<file path="config.mk">
export PLATFORM = sky130hd
export DESIGN_NAME = serial_subtract_ctrl
export DESIGN_NICKNAME = d
export VERILOG_FILES = /design/src/rtl/serial_subtract_ctrl.sv
export SDC_FILE = /design/constraint.sdc
export NUM_CORES = 1
export LEC_CHECK = 0
export ABC_CLOCK_PERIOD_IN_PS = 2700
export BUFFER_PORTS_ARGS = -buffer_cell sky130_fd_sc_hd__buf_2
export CORE_MARGIN = 1
export CORE_UTILIZATION = 57
export DETAILED_ROUTE_END_ITERATION = 8
export PLACE_DENSITY = 0.83
export REMOVE_ABC_BUFFERS = 1
export SLEW_MARGIN = 20
export SYNTH_ARGS = -nofsm -noshare
export SYNTH_HDL_FRONTEND = slang
export SYNTH_SLANG_ARGS = --single-unit
</file>
<file path="constraint.sdc">
create_clock -name iClk -period 2.7 [get_ports iClk]
set_clock_uncertainty 0.15 [all_clocks]
set_input_delay 0.54 -clock iClk [delete_from_list [all_inputs] [get_ports iClk]]
set_output_delay 0.54 -clock iClk [all_outputs]
set_load 0.02 [all_outputs]
</file>
<file path="src/rtl/serial_subtract_ctrl.sv">
// Bit-serial subtraction sequencer driving one external full-subtractor cell.
// Operands are captured on an accepted start and fed to the cell LSB-first.
// The borrow is registered between bits, and the difference is assembled
// MSB-in so that after WIDTH bits it is already in its final position.
module serial_subtract_ctrl #(
    parameter int WIDTH = 8
) (
    input  logic             iClk,
    input  logic             iRst,
    input  logic             iStart,
    input  logic [WIDTH-1:0] iA,
    input  logic [WIDTH-1:0] iB,
    input  logic             iBin,
    output logic             oCellA,
    output logic             oCellB,
    output logic             oCellC,
    input  logic             iCellDiff,
    input  logic             iCellBorrow,
    output logic             oBusy,
    output logic             oDone,
    output logic [WIDTH-1:0] oDiff,
    output logic             oBorrow
);

    localparam int CW = $clog2(WIDTH + 1);

    typedef enum logic [1:0] {
        S_IDLE = 2'd0,
        S_RUN  = 2'd1,
        S_DONE = 2'd2
    } state_t;

    state_t           r_state;
    logic [WIDTH-1:0] r_sa;
    logic [WIDTH-1:0] r_sb;
    logic [WIDTH-1:0] r_res;
    logic             r_br;
    logic [CW-1:0]    r_cnt;
    logic             r_busy;
    logic             r_done;
    logic [WIDTH-1:0] r_diff;
    logic             r_borrow;

    logic             w_run;
    logic             w_last_bit;
    logic [WIDTH-1:0] w_res_next;

    assign w_run      = (r_state == S_RUN);
    assign w_last_bit = (r_cnt == CW'(WIDTH - 1));

    // New difference bit enters at the MSB; the truncating cast also covers WIDTH=1
    assign w_res_next = WIDTH'({iCellDiff, r_res} >> 1);

    // The cell sees live operand bits only while a subtraction is running
    assign oCellA = w_run & r_sa[0];
    assign oCellB = w_run & r_sb[0];
    assign oCellC = w_run & r_br;

    assign oBusy   = r_busy;
    assign oDone   = r_done;
    assign oDiff   = r_diff;
    assign oBorrow = r_borrow;

    // Sequencer: IDLE -> RUN (WIDTH bits) -> DONE (one cycle) -> IDLE
    always_ff @(posedge iClk or posedge iRst) begin
        if (iRst) begin
            r_state  <= S_IDLE;
            r_sa     <= '0;
            r_sb     <= '0;
            r_res    <= '0;
            r_br     <= 1'b0;
            r_cnt    <= '0;
            r_busy   <= 1'b0;
            r_done   <= 1'b0;
            r_diff   <= '0;
            r_borrow <= 1'b0;
        end else begin
            case (r_state)
                S_IDLE: begin
                    r_done <= 1'b0;
                    if (iStart) begin
                        r_sa    <= iA;
                        r_sb    <= iB;
                        r_br    <= iBin;
                        r_cnt   <= '0;
                        r_busy  <= 1'b1;
                        r_state <= S_RUN;
                    end
                end
                S_RUN: begin
                    r_sa  <= r_sa >> 1;
                    r_sb  <= r_sb >> 1;
                    r_res <= w_res_next;
                    r_br  <= iCellBorrow;
                    r_cnt <= r_cnt + CW'(1);
                    if (w_last_bit) begin
                        // Result is published on the same edge that enters DONE,
                        // so oDiff/oBorrow are valid alongside the oDone pulse
                        r_diff   <= w_res_next;
                        r_borrow <= iCellBorrow;
                        r_done   <= 1'b1;
                        r_state  <= S_DONE;
                    end
                end
                S_DONE: begin
                    // iStart is deliberately ignored here; a new job starts from IDLE
                    r_done  <= 1'b0;
                    r_busy  <= 1'b0;
                    r_state <= S_IDLE;
                end
                default: begin
                    r_done  <= 1'b0;
                    r_busy  <= 1'b0;
                    r_state <= S_IDLE;
                end
            endcase
        end
    end

endmodule
</file>
* After elaboration in Yosys (flattened, before gate mapping)
Cells that the tools add are included.
Word-level totals: flip-flop bits (word level) 42, logic and storage cells 40, input port bits 22
Operators by class: add/subtract/negate cells 1, multiplexer cells 15, bitwise operators 4, eq/ne operators 4, reductions and logical operators 6
Operator list (number):
- 8-bit case mux with 2 select lines | 2
- 8-bit 2-to-1 mux | 2
- 4-bit case mux with 2 select lines | 1
- 2-bit AND reduction | 4
- 4-bit by 1-bit adder with 4-bit output (second input constant) | 1
- 4-bit by 3-bit equality test with 1-bit output (second input constant) | 1
- 1-bit 2-to-1 mux | 4
- 2-bit 2-to-1 mux | 2
- 4-bit 2-to-1 mux | 1
- 1-bit case mux with 2 select lines | 2
- 2-bit case mux with 2 select lines | 1
- 1-bit AND | 3
- 2-bit by 1-bit equality test with 1-bit output (second input constant) | 1
- 2-bit logical NOT | 1
- 2-bit by 1-bit inequality test with 1-bit output (second input constant) | 1
- 2-bit inequality test (second input constant) | 1
- 2-bit nonzero test | 1
- 1-bit NOT | 1

* Depth between registers and ports, before layout
depth in word-level cells 3, depth in mapped cells 5, mapped depth without buffers 4

* Least setup slack after synthesis
Ideal clock, no wire load.
kind flip-flop to output port, start reg r_state[0], end out oCellA, setup slack 0.997 ns, cell stages (with the launch flop) 5, arrival 1.013 ns, path buffers 2, required time 2.010 ns, path through dfrtp_1 > nor2b_4 > buf_6 > buf_2 > and2_1
Between the ends: longest elaborated chain between the ends 2
Ends and longest elaborated chain:
- start: declaration | RTL line 33 | state_t r_state;
- start signal: assignment | RTL line 67 | r_state <= S_IDLE;
- start signal: assignment | RTL line 87 | r_state <= S_RUN;
- start signal: assignment | RTL line 102 | r_state <= S_DONE;
- 2-bit by 1-bit equality test with 1-bit output | RTL line 48 | assign w_run = (r_state == S_RUN);
- 1-bit AND | RTL line 55 | assign oCellA = w_run & r_sa[0];
- end: declaration | RTL line 14 | output logic oCellA,
No other way between the ends.

* Worst setup path in the final report
start reg r_state[1], end out oCellB
Between the ends: longest elaborated chain between the ends 2
Ends and longest elaborated chain:
- 2-bit by 1-bit equality test with 1-bit output | RTL line 48
- 1-bit AND | RTL line 56 | assign oCellB = w_run & r_sb[0];
- end: declaration | RTL line 15 | output logic oCellB,
No other way between the ends.

==> reports/results.ini <==
[worst_setup_path]
cp_max_fo = 15
worst_setup_path_start_kind = flip-flop
critPathSlowestCell = dfrtp_1
worstPathRequired_ps = 2010
path_cells = nor2b_4 -> and2_1 -> buf_2
worstPathArrival_ps = 1440
worstSetupPathType = flip-flop to primary output
cp_slowest_stage_delay_ps = 420
cp-end-kind = primary output
reg2regPathDepth = 4

[pwr]
irDropWorstVdd_mv = 0.644
p_leak_nw = 0.944
power_density_nw_per_um2 = 1100

[route]
drt_iter0_markers = 37
vias = 1195
firstDrtPassIters = 6
ant_nets = 0
drc = 2
avgRoutedWirePerCell_um = 14.7
drt-total-wl_um = 3090
vias_per_cell = 5.66

[clocking]
clk_pin_slew_worst_paths_ps = 120
hold_buffers = 0
clock_path_buffers = 2
root_buffer = clkbuf_4
postCtsSetupRepairBufs = 0
cts_resized = 0
cts_buffers = 5
htreeDepth = 2
clk_latency_ps = 350
cts_num_sinks = 41
cts_tree = done

[synthesis]
synthAdderAreaFrac = 0.00728
synth.area.mux_share = 0.118
synth_xor_area_frac = 0
synth.distinct_cells = 25
ys_ff_latch = 41
synth_cells = 142
netlist_area_um2 = 1720
avgSynthCellArea_um2 = 12.1
synth_top_family_by_area = compound AO/OA/AOI/OAI gates
synth_seq_area_share = 0.597
async_flop_share = 1.00
synth_compound_area_frac = 0.147
ys_warn_count = 0
synth-simple-area-share = 0.0889
synth_enable_flop_cells = 0
synthFlopType = dfrtp_1

[timing]
relSlewSlack = 0.671
fmax_mhz = 469
hold_viol = 0
fin_tns_setup_ps = 0
maxSlewViolCount = 0
worstMarginPinSlew_ps = 493
rsz0062_at_grt = no
fin_crit_ps = 2130
finalCritPeriodShare = 0.790
setup_viol = 0

[flow_run]
drv_cap = 0

[global_route]
grt_max_degree = 42
grt_first_pass_wirelength_um = 5490
grt_antenna_before_repair = 0
grt_pass1_vias = 1212
grt_usage = 0.230
overflow = 0

[layout]
fillers = 207
nNetsFinal = 202
syn2layout_area_growth_pct = 15.4
drive_gt1_frac = 0.372
n_antenna_cell = 0
final_util = 0.707

[run_status]
status = finished, violations left
failed_checks = DRC

[place]
io_buffer_count = 35
place_congestion = 0.702
dp_hpwl_um = 2140

[floorplan]
die_h_um = 56.9
core_area_um2 = 2810
die_area_um2 = 3240
ios = 36
die_w_um = 56.9
initial_core_util = 0.612
rows = 19

[worst_hold_path]
hold_path.class = input port to async pin

==> cell type report <==
cell class | count | area (um2) | area share
multi-input cells | 88 | 621 | 0.313
clock buffers | 7 | 65.1 | 0.0328
inverters | 2 | 7.51 | 0.00379
clock inverters | 1 | 5.00 | 0.00252
flip-flops and latches | 41 | 1030 | 0.517
repair buffers | 41 | 220 | 0.111
well taps | 31 | 38.8 | 0.0196
==> layout by cell type, fill, tap and decap left out, types with 2 or more instances in the layout <==
cell type,count
dfrtp_1,41
buf_2,35
nand2_1,16
mux2_2,16
o21ai_0,15
a22oi_1,14
buf_4,6
clkbuf_4,5
nor2_1,4
a22o_1,4
a21oi_1,3
and2_1,3
nor2b_1,2
mux2_1,2
inv_1,2
clkbuf_8,2
==> cells in the mapped netlist (all sizes together) (2+ instances only) <==
cell type  number  area (um2)
a22o            4        35.0
dfrtp          41        1030
clkbuf          2        7.51
buf             9        56.3
a22oi          14         105
nand2          16        60.1
o21ai          15        75.1
inv             2        7.51
and2            3        18.8
nor2b           3        26.3
a21oi           3        15.0
nor2            4        15.0
mux2           18         203
==> through the flow <==
step / setup WS, ps / cell area (um2) / power [mW] / hold slack, ps / std cells
after floorplan: 515 / 1650 / 1.57 / 292 / 131
after global placement: 960 / 1910 / 1.79 / 313 / 203
after detailed placement: 922 / 1910 / 1.85 / 317 / 203
after CTS: 548 / 1980 / 2.20 / 142 / 211
after global routing: 477 / 1980 / 2.32 / 178 / 211
final: 567 / 1980 / 2.18 / 135 / 211
==> power by group <==
group | internal (mW) | switching [mW]
clock network | 0.151 | 0.191
registers | 0.870 | 0.161
logic | 0.378 | 0.427
total | 1.40 | 0.779
==> routing by layer <==
layer  GRT usage  part of all wire  up-vias
met2       0.365              0.48       33
li1            -                 -      572
met5           0                 0        -
met1       0.288              0.45      585
met3      0.0691             0.040        5
met4       0.115             0.020        0
==> sequential cells by signal, indices dropped and copies added, names as in the netlist <==
name     count
oBorrow      1
oBusy        1
oDiff        8
oDone        1
r_br         1
r_cnt        4
r_res        7
r_sa         8
r_sb         8
r_state      2
==> cell families (layout without fill, tap and decap cells) <==
logic type | Yosys count | count (layout)
compound gates | 39 | 39
mux | 18 | 18
flops | 41 | 41
buf+inv | 13 | 51
fa+ha+maj | 1 | 1
simple gates | 30 | 30
==> worst paths after layout <==
check | slack (ps) | to | startpoint
min in group iClk | 270 | r_sb[7] | iB[7]
worst max register to register | 900 | oDiff[1] | r_state[1]
max in group asynchronous | 1910 | r_sb[7] | iRst
worst max-delay path | 570 | oCellB | r_state[1]
worst min register to register | 340 | r_sb[0] | r_sb[0]
worst min-delay path | 130 | oDiff[3] | iRst
==> worst max-delay path, delay by kind of cell, from the launching register on <==
kind,cells,cell delay [ps]
buf+inv,1,160
flops,1,420
simple gates,2,510
Power figures use the tool's default switching activity.
